===== src/rtl/runner_pkg.sv =====
// Shared types and sizing helpers for the runner width converters.
// Consumers: runner_downsizer and runner_beat_select.
package runner_pkg;

  // Downsizer control state: waiting for a word, or streaming its beats.
  typedef enum logic [0:0] {
    IDLE = 1'b0,
    SEND = 1'b1
  } downsizer_state_e;

  // Number of narrow beats per wide word. Clamped to 1 for degenerate
  // configurations so that sizing stays legal while the elaboration
  // check in the top reports the real problem.
  function automatic int beat_ratio(input int width_in, input int width_out);
    int ratio;
    if (width_out <= 0) begin
      ratio = 1;
    end else begin
      ratio = width_in / width_out;
    end
    if (ratio < 1) begin
      ratio = 1;
    end
    return ratio;
  endfunction

  // Width of the beat counter. It is sized to hold values 0..RATIO so the
  // counter never wraps silently, and is at least one bit wide.
  function automatic int beat_cnt_width(input int width_in, input int width_out);
    int w;
    w = $clog2(beat_ratio(width_in, width_out) + 1);
    if (w < 1) begin
      w = 1;
    end
    return w;
  endfunction

endpackage


===== src/rtl/runner_beat_select.sv =====
// Beat slice multiplexer for runner_downsizer.
// Picks the WIDTH_OUT-bit slice of the held word addressed by the beat
// counter. Build option RUNNER_DOWNSIZER_MSB_FIRST_EN reverses the slice
// order (most-significant slice first); the default is LSB first.
module runner_beat_select
  import runner_pkg::*;
#(
  parameter int WIDTH_IN  = 8,
  parameter int WIDTH_OUT = 4,
  parameter int CNT_W     = beat_cnt_width(WIDTH_IN, WIDTH_OUT)
) (
  input  logic [WIDTH_IN-1:0]  hold,
  input  logic [CNT_W-1:0]     cnt,
  output logic [WIDTH_OUT-1:0] beat
);

  localparam int RATIO = beat_ratio(WIDTH_IN, WIDTH_OUT);

  // Select the slice for the current beat index; out-of-range indices
  // (never reached in normal operation) yield zero.
  always_comb begin
    beat = '0;
    for (int k = 0; k < RATIO; k++) begin
      if (cnt == CNT_W'(k)) begin
`ifdef RUNNER_DOWNSIZER_MSB_FIRST_EN
        beat = hold[(RATIO-1-k)*WIDTH_OUT +: WIDTH_OUT];
`else
        beat = hold[k*WIDTH_OUT +: WIDTH_OUT];
`endif
      end
    end
  end

endmodule


===== src/rtl/runner_downsizer.sv =====
// runner_downsizer: wide-to-narrow width converter on the runner return path.
// Accepts one WIDTH_IN-bit word per valid/ready transfer and emits it as
// WIDTH_IN/WIDTH_OUT WIDTH_OUT-bit beats with a last-beat marker.
// Build option RUNNER_DOWNSIZER_MSB_FIRST_EN selects MSB-first beat order
// (handled in runner_beat_select); handshake and timing are unaffected.
module runner_downsizer
  import runner_pkg::*;
#(
  parameter int WIDTH_IN  = 8,
  parameter int WIDTH_OUT = 4
) (
  input  logic                 clk,
  input  logic                 reset,
  input  logic [WIDTH_IN-1:0]  in_data,
  input  logic                 in_valid,
  output logic                 in_ready,
  output logic [WIDTH_OUT-1:0] out_data,
  output logic                 out_valid,
  input  logic                 out_ready,
  output logic                 out_last
);

  localparam int RATIO = beat_ratio(WIDTH_IN, WIDTH_OUT);
  localparam int CNT_W = beat_cnt_width(WIDTH_IN, WIDTH_OUT);

  // Reject configurations that cannot be split into whole beats.
  if ((WIDTH_OUT <= 0) || (WIDTH_OUT > WIDTH_IN) ||
      ((WIDTH_IN % ((WIDTH_OUT <= 0) ? 1 : WIDTH_OUT)) != 0)) begin : g_bad_cfg
    $error("runner_downsizer: WIDTH_IN (%0d) must be a nonzero multiple of WIDTH_OUT (%0d)",
           WIDTH_IN, WIDTH_OUT);
  end

  downsizer_state_e     state;
  logic [WIDTH_IN-1:0]  hold;
  logic [CNT_W-1:0]     cnt;
  logic [WIDTH_OUT-1:0] beat;
  logic                 sending;
  logic                 last_beat;

  // Everything the sink sees is decoded from registered state only.
  assign sending   = (state == SEND);
  assign last_beat = sending && (cnt == CNT_W'(RATIO - 1));
  assign out_valid = sending;
  assign out_last  = last_beat;
  assign out_data  = sending ? beat : '0;

  // A new word is taken when idle, or in the same cycle the final beat of
  // the current word leaves; this keeps back-to-back words bubble-free.
  // Only out_ready feeds in_ready combinationally, never in_valid.
  assign in_ready = (state == IDLE) || (out_ready && last_beat);

  runner_beat_select #(
    .WIDTH_IN  (WIDTH_IN),
    .WIDTH_OUT (WIDTH_OUT),
    .CNT_W     (CNT_W)
  ) u_beat_select (
    .hold (hold),
    .cnt  (cnt),
    .beat (beat)
  );

  // Control FSM: capture a word, step through its beats on each accepted
  // beat, and either chain the next word or return to IDLE after the last.
  always_ff @(posedge clk or posedge reset) begin
    if (reset) begin
      state <= IDLE;
      cnt   <= '0;
      hold  <= '0;
    end else begin
      case (state)
        IDLE: begin
          if (in_valid) begin
            hold  <= in_data;
            cnt   <= '0;
            state <= SEND;
          end
        end
        SEND: begin
          if (out_ready) begin
            if (!last_beat) begin
              cnt <= cnt + CNT_W'(1);
            end else if (in_valid) begin
              hold <= in_data;
              cnt  <= '0;
            end else begin
              state <= IDLE;
            end
          end
        end
        default: begin
          state <= IDLE;
          cnt   <= '0;
        end
      endcase
    end
  end

endmodule


===== config.mk =====
export PLATFORM = sky130hd
export DESIGN_NAME = runner_downsizer
export DESIGN_NICKNAME = d
export VERILOG_FILES = /design/src/rtl/runner_pkg.sv /design/src/rtl/runner_beat_select.sv /design/src/rtl/runner_downsizer.sv
export SDC_FILE = /design/constraint.sdc
export NUM_CORES = 1
export LEC_CHECK = 0
export ABC_CLOCK_PERIOD_IN_PS = 4600
export BUFFER_PORTS_ARGS = -buffer_cell sky130_fd_sc_hd__buf_4
export CAP_MARGIN = 20
export CORE_AREA = 2 2 39 41
export DETAILED_ROUTE_END_ITERATION = 8
export DIE_AREA = 0 0 41 43
export PLACE_DENSITY = 0.78
export SLEW_MARGIN = 20
export SYNTH_ARGS = -nofsm -noshare
export SYNTH_HDL_FRONTEND = slang
export SYNTH_SLANG_ARGS = --single-unit

===== constraint.sdc =====
create_clock -name clk -period 4.6 [get_ports clk]
set_input_delay 0.46 -clock clk [delete_from_list [all_inputs] [get_ports clk]]
set_output_delay 0.46 -clock clk [all_outputs]
set_load 0.01 [all_outputs]

==> reports/results.ini <==
[pwr]
power_uw = 513
pwr-share-clk = 0.122
p_leak_nw = 0.412
p_comb_frac = 0.533
intPower_uw = 341
swShare = 0.335
power.switching_uw = 172
ir_drop_v = 0.000321
pwr-share-seq = 0.346
p_per_area_mw_per_mm2 = 648

[logic_synthesis]
yosysWarnings = 0
ys.flop_type = dfrtp_1
yosys-top-cells-count = dfrtp_1 (11), mux2_4 (8), inv_1 (4), nand2_1 (4), nor2b_1 (4)
yosys.area_share.simple = 0.140
synth-xor-area-share = 0
synth_fa_ha_area_frac = 0.0607
synthMuxAreaShare = 0.194
postSynthAreaPerCell_um2 = 12.1
synthArstFlopShare = 1.00
synth_seq_cells = 11
synth_top_family_by_area = multiplexers
yosysTopAreaCell = dfrtp_1
yosysMostFrequentCell = dfrtp_1
seq_area_frac_synth = 0.445
yosys.cell_types.count = 17
synth_edf_count = 0
netlist_instances = 51
synth.cell_area_um2 = 618
synth_top_area_frac = 0.445
synthesis.nets = 66
yosys-top-cells-area = dfrtp_1 (45%), mux2_4 (19%), ha_1 (6.1%), nor2b_1 (4.0%), a22oi_1 (3.6%)
synth-compound-area-share = 0.123

[worst_hold_path]
hp-class = in2async

[timing]
whs_ns = 0.182
min_period_ns = 2.03
fin_tns_setup_ns = 0
worst_slew_pin_slew_ns = 0.407
rsz0062_at_grt = no
min_period_over_period = 0.440
slew_viol_final = 0
fmax_mhz = 494
setup_viol = 0
skew_ns = 0.00418
hold_viol_final = 0
slew_headroom = 0.729

[finish]
areaGrowthSynthToFinish_pct = 28.1
drive_gt1_frac = 0.431
insertedDiodeCount = 0
fin_nets = 88
final_core_util = 0.572
fin_area_um2 = 792
nFillCells = 126

[setup_path]
worstReg2RegStart = cnt[0]$_DFFE_PP0P_
path_class = reg2out
cp-end-kind = output port
required_ns = 4.14
critPathLaunchType = flop
cp.arrival_ns = 1.57
ff2ff_setup_slack_ns = 3.05
reg2reg_to = hold[5]$_DFFE_PP0P_
cp_max_fo = 7
reg2reg_depth = 4

[cts]
ctsHoldBuffers = 0
cts-resized-gates = 0
post_cts_buffers = 0
cts_max_path_buffers = 2
clk_latency_ns = 0.26
clk_pin_slew_ns = 0.06
cts_htree_levels = 1
cts-buffers-inserted = 3
cts_sinks = 11
cts_tree = yes
clockRootBuffer = clkbuf_4

[grt]
overflow = 0
grt_max_degree = 12
grt_pass1_vias = 423
grt_pass1_wl_um = 1720
grt.total_usage = 0.145
grt_antenna_before_repair = 0

[routing]
drc_errors = 0
wl_per_cell_um = 12.1
drtIter0Drc = 0
antenna_left = 0
vias = 434
finalWirelength_um = 1070
viasPerCell = 4.93
drt_pass1_iterations = 1

[placement]
gp_congestion = 0.709
hpwlAfterDp_um = 860
portBuffers = 18
dpl-instance-area_um2 = 766

[floorplan]
dieHeight_um = 43
coreArea_mm2 = 0.00138
die_area_mm2 = 0.00176
ios = 19
die_w_um = 41
start_util = 0.447
row_count = 14

[flow_run]
cap_violations = 0

[outcome]
status = finished, final reports clean

[cells by family (layout without fill, tap and decap cells)]
family          Yosys count  in the layout
fa+ha+maj                 3              3
buf+inv                   5             26
mux                       8              8
simple gates             14             14
flops                    11             11
compound gates           10             10
[sequential cells by signal, summed over array words and instances, names as in the netlist]
signal / flops
cnt: 2
out_valid: 1
hold: 8
[per-stage QoR]
stage / std cells / worst slack, ns
2_1_floorplan: 51 / 3.01
4_1_cts: 88 / 2.56
3_3_place_gp: 84 / 2.90
5_1_grt: 88 / 2.45
6_report: 88 / 2.57
3_5_place_dp: 84 / 2.85
[critical path, cell delays in order, from the launching register on]
cell	delay [ns]
dfrtp_1	0.43
ha_1	0.30
nor2b_1	0.23
a22oi_1	0.10
nor2b_1	0.13
buf_4	0.13
[how the worst max path moves through the flow]
| stage | from | to | slack, ns |
|---|---|---|---|
| finish | cnt[0]$_DFFE_PP0P_ | out_data[3] | 2.57 |
| global route | cnt[0]$_DFFE_PP0P_ | out_data[0] | 2.45 |
| CTS | cnt[0]$_DFFE_PP0P_ | out_data[1] | 2.56 |
| detailed placement | cnt[0]$_DFFE_PP0P_ | out_data[1] | 2.85 |
| global placement | cnt[0]$_DFFE_PP0P_ | out_data[1] | 2.90 |
| floorplan | cnt[0]$_DFFE_PP0P_ | out_data[0] | 3.01 |
[cells in the final DEF (no fill, tap or decap)]
cell and instances:
clkbuf_4 3, nand2_1 4, inv_1 4, mux2_4 8, nand2b_1 1, nand3b_1 1
clkbuf_1 1, a22o_1 2, buf_4 18, dfrtp_1 11, nor2b_1 4, a21oi_1 1
or3b_1 1, nand2_4 1, o21ai_0 3, and2_1 2, ha_1 3, a21bo_4 1
a22oi_1 3
[layout make-up]
class / count / area (µm²) / share of cell area
inverter: 4 / 15.0 / 0.0190
timing repair buffer: 18 / 135 / 0.171
clock buffer: 4 / 26.3 / 0.0332
multi-input combinational: 35 / 320 / 0.404
sequential: 11 / 275 / 0.348
tap: 16 / 20.0 / 0.0253
[power by group through the flow]
| stage | Sequential (mW) | Combinational, mW | Clock, mW |
|---|---|---|---|
| after detailed placement | 0.179 | 0.276 | 0 |
| after global placement | 0.179 | 0.268 | 0 |
| after floorplan | 0.166 | 0.199 | 0 |
| after global routing | 0.182 | 0.304 | 0.0706 |
| final | 0.177 | 0.273 | 0.0624 |
| after CTS | 0.178 | 0.278 | 0.0655 |
[routing by layer]
layer	track usage	share of wire	vias up
met5	0	0	-
met4	0.0400	0	0
met3	0.0628	0.048	0
met2	0.238	0.54	9
met1	0.164	0.41	208
li1	-	-	217
(Power assumes the default switching activity.)
